[config.mk]
export PLATFORM = sky130hd
export DESIGN_NAME = regfile_sb
export DESIGN_NICKNAME = d
export VERILOG_FILES = /design/src/rtl/regfile_pkg.sv /design/src/rtl/regfile_scoreboard.sv /design/src/rtl/regfile_sb.sv
export SDC_FILE = /design/constraint.sdc
export NUM_CORES = 1
export LEC_CHECK = 0
export CAP_MARGIN = 15
export CORE_MARGIN = 10
export CORE_UTILIZATION = 55
export CTS_CLUSTER_DIAMETER = 30
export CTS_CLUSTER_SIZE = 40
export DETAILED_ROUTE_END_ITERATION = 10
export PLACE_DENSITY_LB_ADDON = 0.05
export SYNTH_ARGS = -nofsm -noshare
export SYNTH_HDL_FRONTEND = slang
export SYNTH_SLANG_ARGS = --single-unit
[constraint.sdc]
create_clock -name clk -period 4.9 [get_ports clk]
set_input_delay 0.98 -clock clk [delete_from_list [all_inputs] [get_ports clk]]
set_output_delay 0.98 -clock clk [all_outputs]
set_load 0.02 [all_outputs]
[src/rtl/regfile_pkg.sv]
// Shared types and defaults for the parametrised register bank with load scoreboard.
package regfile_pkg;
    typedef enum logic {ST_CLEAR, ST_READY} state_t;

    localparam int DEF_DATA_W = 32;
    localparam int DEF_ADDR_W = 5;
    localparam int ZERO_IDX   = 0;
endpackage

[src/rtl/regfile_scoreboard.sv]
// Per-register pending-write bits; a set on the same index as a completing write wins.
module regfile_scoreboard #(
    parameter int ADDR_W = 5
) (
    input  logic              clk,
    input  logic              rst,
    input  logic              set_en,
    input  logic [ADDR_W-1:0] set_idx,
    input  logic              clr_en,
    input  logic [ADDR_W-1:0] clr_idx,
    input  logic [ADDR_W-1:0] rd_idx1,
    input  logic [ADDR_W-1:0] rd_idx2,
    output logic              pend1,
    output logic              pend2,
    output logic              pend_any
);
    localparam int DEPTH = 1 << ADDR_W;

    logic [DEPTH-1:0] pending;

    always_ff @(posedge clk) begin
        if (rst) begin
            pending <= '0;
        end else begin
            for (int i = 0; i < DEPTH; i++) begin
                // a new load supersedes the write that completes in the same cycle
                if (set_en && set_idx == ADDR_W'(i))
                    pending[i] <= 1'b1;
                else if (clr_en && clr_idx == ADDR_W'(i))
                    pending[i] <= 1'b0;
            end
        end
    end

    assign pend1    = pending[rd_idx1];
    assign pend2    = pending[rd_idx2];
    assign pend_any = |pending;
endmodule

[src/rtl/regfile_sb.sv]
// Two-read/one-write register bank with post-reset clear sequence and load scoreboard.
// Define REGFILE_BYPASS_EN to forward same-cycle write data onto matching read ports.
module regfile_sb
    import regfile_pkg::*;
#(
    parameter int DATA_W   = DEF_DATA_W,
    parameter int ADDR_W   = DEF_ADDR_W,
    parameter int ZERO_REG = 1
) (
    input  logic              clk,
    input  logic              rst,
    input  logic              reg_write,
    input  logic [ADDR_W-1:0] write_reg,
    input  logic [DATA_W-1:0] write_data,
    input  logic [ADDR_W-1:0] read_reg1,
    input  logic [ADDR_W-1:0] read_reg2,
    output logic [DATA_W-1:0] read_data1,
    output logic [DATA_W-1:0] read_data2,
    input  logic              sb_set,
    input  logic [ADDR_W-1:0] sb_reg,
    output logic              pend1,
    output logic              pend2,
    output logic              pend_any,
    output logic              init_done
);
    localparam int                DEPTH    = 1 << ADDR_W;
    localparam logic [ADDR_W-1:0] LAST_IDX = ADDR_W'(DEPTH - 1);
    localparam logic [ADDR_W-1:0] ZI       = ADDR_W'(ZERO_IDX);
    localparam bit                ZR       = (ZERO_REG != 0);

    state_t            state, state_nx;
    logic [ADDR_W-1:0] clr_cnt, clr_cnt_nx;
    logic              ready, clr_we;
    logic              wr_ok, set_ok, byp1, byp2;
    logic              sb_p1, sb_p2, sb_any;
    logic [DATA_W-1:0] mem [DEPTH];

    always_ff @(posedge clk) begin
        if (rst) begin
            state   <= ST_CLEAR;
            clr_cnt <= '0;
        end else begin
            state   <= state_nx;
            clr_cnt <= clr_cnt_nx;
        end
    end

    always_comb begin
        state_nx   = state;
        clr_cnt_nx = clr_cnt;
        case (state)
            ST_CLEAR: begin
                clr_cnt_nx = clr_cnt + 1'b1;
                if (clr_cnt == LAST_IDX)
                    state_nx = ST_READY;
            end
            default: state_nx = ST_READY;
        endcase
    end

    always_comb begin
        ready  = (state == ST_READY);
        clr_we = (state == ST_CLEAR) && !rst;
    end

    // init_done is the state flop itself, so it is registered with reset value 0
    assign init_done = ready;

    assign wr_ok  = ready && reg_write && !(ZR && write_reg == ZI);
    assign set_ok = ready && sb_set && !(ZR && sb_reg == ZI);

    always_ff @(posedge clk) begin
        if (!rst) begin
            if (clr_we)
                mem[clr_cnt] <= '0;
            else if (wr_ok)
                mem[write_reg] <= write_data;
        end
    end

`ifdef REGFILE_BYPASS_EN
    assign byp1 = wr_ok && (write_reg == read_reg1);
    assign byp2 = wr_ok && (write_reg == read_reg2);
`else
    assign byp1 = 1'b0;
    assign byp2 = 1'b0;
`endif

    always_comb begin
        read_data1 = '0;
        read_data2 = '0;
        if (ready && !(ZR && read_reg1 == ZI)) read_data1 = mem[read_reg1];
        if (ready && !(ZR && read_reg2 == ZI)) read_data2 = mem[read_reg2];
        if (byp1) read_data1 = write_data;
        if (byp2) read_data2 = write_data;
    end

    regfile_scoreboard #(.ADDR_W(ADDR_W)) u_sb (
        .clk      (clk),
        .rst      (rst),
        .set_en   (set_ok),
        .set_idx  (sb_reg),
        .clr_en   (wr_ok),
        .clr_idx  (write_reg),
        .rd_idx1  (read_reg1),
        .rd_idx2  (read_reg2),
        .pend1    (sb_p1),
        .pend2    (sb_p2),
        .pend_any (sb_any)
    );

    // a forwarded write resolves the hazard in the same cycle
    assign pend1    = ready && sb_p1 && !byp1;
    assign pend2    = ready && sb_p2 && !byp2;
    assign pend_any = ready && sb_any;
endmodule

== After elaboration in Yosys (flattened, before gate mapping) ==
Memories as Yosys holds them, arrays and structs flattened.
Cells that the tools add are included.
Storage, ports and cells
  output and inout port bits: 68
  memory bits (writable): 1024
  input port bits: 56
  register bits: 38
  memories kept: 1
Cells by class
  bitwise logic cells: 1
  $lt $le $gt $ge: 2
  eq/ne operators: 63
  add/sub/neg operators: 1
  mux-type cells: 82
  reduce and logical (&&, ||, !) cells: 117
Memory list
  mem: depth 32, bits a word 32, rd ports 2, clocked after memory_dff 0, write ports 1, RTL line regfile_sb.sv:36  | logic [DATA_W-1:0] mem [DEPTH];
Operators with widths (count)
  == test 5 bit, second input constant: 33
  two-way mux 32 bit: 3
  == test 5 x 4 -> 1 bit, second input constant: 16
  two-way mux 1 bit: 76
  logical AND 1 bit: 74
  nonzero test 2 bit: 32
  OR reduction 32 bit: 2
  == test 5 x 3 -> 1 bit, second input constant: 8
  == test 5 x 2 -> 1 bit, second input constant: 4
  logical NOT 5 bit: 4
  < comparator 5 x 6 -> 1 bit, second input constant: 2
  binary-select mux 1 bit (select 5 bit): 2
  == test 5 x 1 -> 1 bit, second input constant: 2
  adder 5 x 1 -> 5 bit, second input constant: 1
  logical NOT 1 bit: 5
  two-way mux 5 bit: 1
  NOT 1 bit: 1

== Logic depth before layout (Yosys ltp) ==
  word-level depth: 9
  gate-level depth with buffers: 10

== Cells and area by module ==
A second synthesis with hierarchy kept.
Unflattened totals
  cells, all modules: 2840
  area total of the unflattened synthesis: 50354.5 um^2
By module, submodules not included
  regfile_sb: sequential area each 30869.6 um^2, area an instance 48363.9 um^2, instances 1, cells an instance 2579
  regfile_scoreboard: sequential area each 640.6 um^2, area an instance 1990.7 um^2, instances 1, cells an instance 261

== Worst setup path before layout ==
OpenSTA, ideal clock, no wires.
  kind: input -> register
  start point: input write_reg[1]
  end point: memory mem[12][0] (netlist name), enable pin
  data required time: 4.479 ns
  path buffers: 2
  arrival time: 3.525 ns
  slack: 0.954 ns
  stages on the path: 7
  cells stage by stage: clkbuf_1 nor3_1 a211o_1 buf_2 a31oi_1 nand2b_1 nor2_1
Between the ends
  longest elaborated chain between the ends: 9
Ends and longest elaborated chain
  start, declared: RTL line regfile_sb.sv:13  | input logic [ADDR_W-1:0] write_reg,
  logical NOT 5 bit: RTL line regfile_sb.sv:69  | assign wr_ok = ready && reg_write && !(ZR && write_reg == ZI);
  logical NOT 1 bit: RTL line regfile_sb.sv:69
  logical AND 1 bit: RTL line regfile_sb.sv:69
  two-way mux 1 bit: RTL line regfile_sb.sv:76  | else if (wr_ok)
  two-way mux 1 bit: RTL line regfile_sb.sv:74  | if (clr_we)
  two-way mux 1 bit: RTL line regfile_sb.sv:73  | if (!rst) begin
  two-way mux 1 bit (not written as such): RTL line regfile_sb.sv:77  | mem[write_reg] <= write_data;
  OR reduction 32 bit (no source line)
  two-way mux 5 bit (no source line) / two-way mux 1 bit (equally long branches)
  end, declared: RTL line regfile_sb.sv:36
Parallel ways exist; a longest one is shown, timed or not.

== Worst setup path in the final report ==
  start point: input read_reg2[0]
  end point: output read_data2[28]
Between the ends
  longest elaborated chain between the ends: 4
Ends and longest elaborated chain
  start, declared: RTL line regfile_sb.sv:16  | input logic [ADDR_W-1:0] read_reg2,
  parallel branches: the longest is 3 deep, another holds memory (32 x 32 bit)
  two-way mux 32 bit (*): RTL line regfile_sb.sv:93  | if (ready && !(ZR && read_reg2 == ZI)) read_data2 = mem[read_reg2];
  end, declared: RTL line regfile_sb.sv:18  | output logic [DATA_W-1:0] read_data2,
Every way passes the cells marked *.

==> metrics.csv <==
metric,value,unit
grt_max_degree,66,
ys.flop_type,edfxtp_1,
grt_pass1_wl,232.1,mm
peakVddDrop,383.8,uV
finalNonFillerCells,4462,
cts_root_buf,clkbuf_16,
finalMaxSlewViolations,0,
clk_pin_slew,0.04,ns
gp_congestion,0.8670,
rows,110,
clk_latency,0.78,ns
hold_class,reg -> reg,
power.density,413.1,nW/um2
worst_pin_slew,1.117,ns
skew,0.02194,ns
cts_resized,0,
drc_errors,0,
track_usage,0.3133,
start_util,0.5552,
cp_max_fo,28,
yosysSeqAreaShare,0.6296,
firstDrtPassIters,8,
hold_viol,0,
power,0.02543,W
die_width,321.7,um
io_buffers,123,
yosysWarnings,0,
io_pins,124,
overflow,0,
netlist_area,50050,um2
vias_per_cell,7.050,
endpoint_kind,output port,
finalSetupTns,0,ns
status,"complete, no violations",
yosysUniqueCellTypes,54,
ant_nets,0,
nets,3158,
drive_gt1_frac,0.3486,
hold_buffers,0,
core_area,90150,um2
fmax,211.4,MHz
required,3.92,ns
crit_type,in -> out,
cts_setup_buffers,0,
most-common-layout-cells,"edfxtp_1 (1024), mux4_2 (426), mux2i_1 (312)",
cp-start-kind,input pin,
htree_levels,4,
vias,31460,
antenna_found_initial,0,
synth_edf_count,1024,
slew_headroom,0.2550,
layout_min_cycle_time,4.730,ns
cts_tree,done,
p_leak,22.65,nW
cts_buffers,209,
drt-initial-drc-count,4021,
fin_hold_ws,0.5095,ns
cts.sinks,1062,
max-cap-violations,0,
synth_area_per_cell,18.13,um2
rsz0062_at_grt,false,
synth_nets,2819,
area_growth,23.00,%
ys_ff_latch,1062,
post-route-period-util,0.9653,
avgRoutedWirePerCell,36.12,um
die_height,321.7,um
grt_pass1_vias,32350,
finalSetupViolations,0,
nFillCells,5765,
wl,161.2,mm
dp_hpwl,94.66,mm
synthArstFlopShare,0,
final_common_cell,edfxtp_1,
placedCellCount,4061,
syn_inst,2761,
clockBufferDepth,3,
die_area,103500,um2
arrival,3.75,ns
cells in the mapped netlist (all sizes together) (3+ instances only):
cell,instances,share of area
a211o,3,0.00053
a211oi,9,0.0013
a21oi,65,0.0065
a222oi,10,0.0020
a22oi,8,0.0012
a31oi,3,0.00038
and2,34,0.0042
and3,3,0.00038
buf,126,0.014
clkbuf,83,0.0062
dfxtp,38,0.015
edfxtp,1024,0.61
inv,4,0.00030
mux2,83,0.019
mux2i,312,0.062
mux4,426,0.19
nand2,68,0.0051
nand2b,10,0.0012
nand3,5,0.00050
nand4,3,0.00038
nor2,79,0.0059
nor2b,11,0.0014
nor3,33,0.0034
nor3b,3,0.00045
nor4,9,0.0011
o211ai,23,0.0034
o21ai,68,0.0068
o221ai,28,0.0049
o22a,10,0.0017
o22ai,103,0.013
or3,52,0.0065
report_power, final:
group	switching [W]	internal, W
Combinational	0.000674	0.000527
Clock	0.00504	0.00928
Sequential	0.0000243	0.00988
Total	0.00574	0.0197
per-layer routing:
metal,global-route usage,vias to the layer above,wire [um]
met4,0.1301,0,6524
li1,-,12480,-
met3,0.07183,366,16600
met1,0.4240,16610,61600
met5,0,-,0
met2,0.4890,1998,76440
logic make-up after synthesis:
logic type	synth area share
DFF	0.6296
muxes	0.2728
AOI/OAI and AO/OA	0.04302
and+or+nand+nor	0.03280
buffers and inverters	0.02102
xor gates and xnor gates	0.0003500
adders and majority gates	0.0004999
critical path, cell delays in order:
cell and delay, ns:
buf_8 0.30, buf_12 0.30, mux4_2 0.53, mux2_2 0.29, a222oi_1 0.51, o21ai_1 0.17
clkdlybuf4s50_1 0.59
metrics by stage:
| step | area [um2] | worst slack (ns) | utilization |
|---|---|---|---|
| global placement | 54320 | 0.1533 | 0.6026 |
| CTS | 61490 | 0.1893 | 0.6821 |
| detailed placement | 54330 | 0.2114 | 0.6026 |
| floorplan | 50050 | 0.9535 | - |
| finish | 61560 | 0.1702 | 0.6829 |
| global route | 61560 | 0.1043 | 0.6829 |
area by class of cell:
cell class	count	area [um2]	share of cell area
clock buffers	234	5388	0.08752
well taps	1176	1471	0.02390
repair buffers	337	3633	0.05902
multi-input cells	1486	17760	0.2885
inverters	4	17.52	0.0002845
flip-flops and latches	1062	31510	0.5118
diodes	1	2.502	0.00004065
clock inverters	162	1777	0.02886
worst paths after layout:
| kind | startpoint | endpoint | slack, ns | cells past startpoint |
|---|---|---|---|---|
| worst min register to register | u_sb.pending[2] | u_sb.pending[2] | 0.51 | 2 |
| worst min-delay path | u_sb.pending[2] | u_sb.pending[2] | 0.51 | 2 |
| worst max-delay path | read_reg2[0] | read_data2[28] | 0.17 | 7 |
| worst max register to register | init_done | mem[0][11] | 1.30 | 7 |
flip-flops by register name, indices dropped and copies added (netlist names):
register and cells:
u_sb.pending 32, mem 1024, init_done 1, clr_cnt 5
No activity file was read; power rests on OpenSTA's default activity.
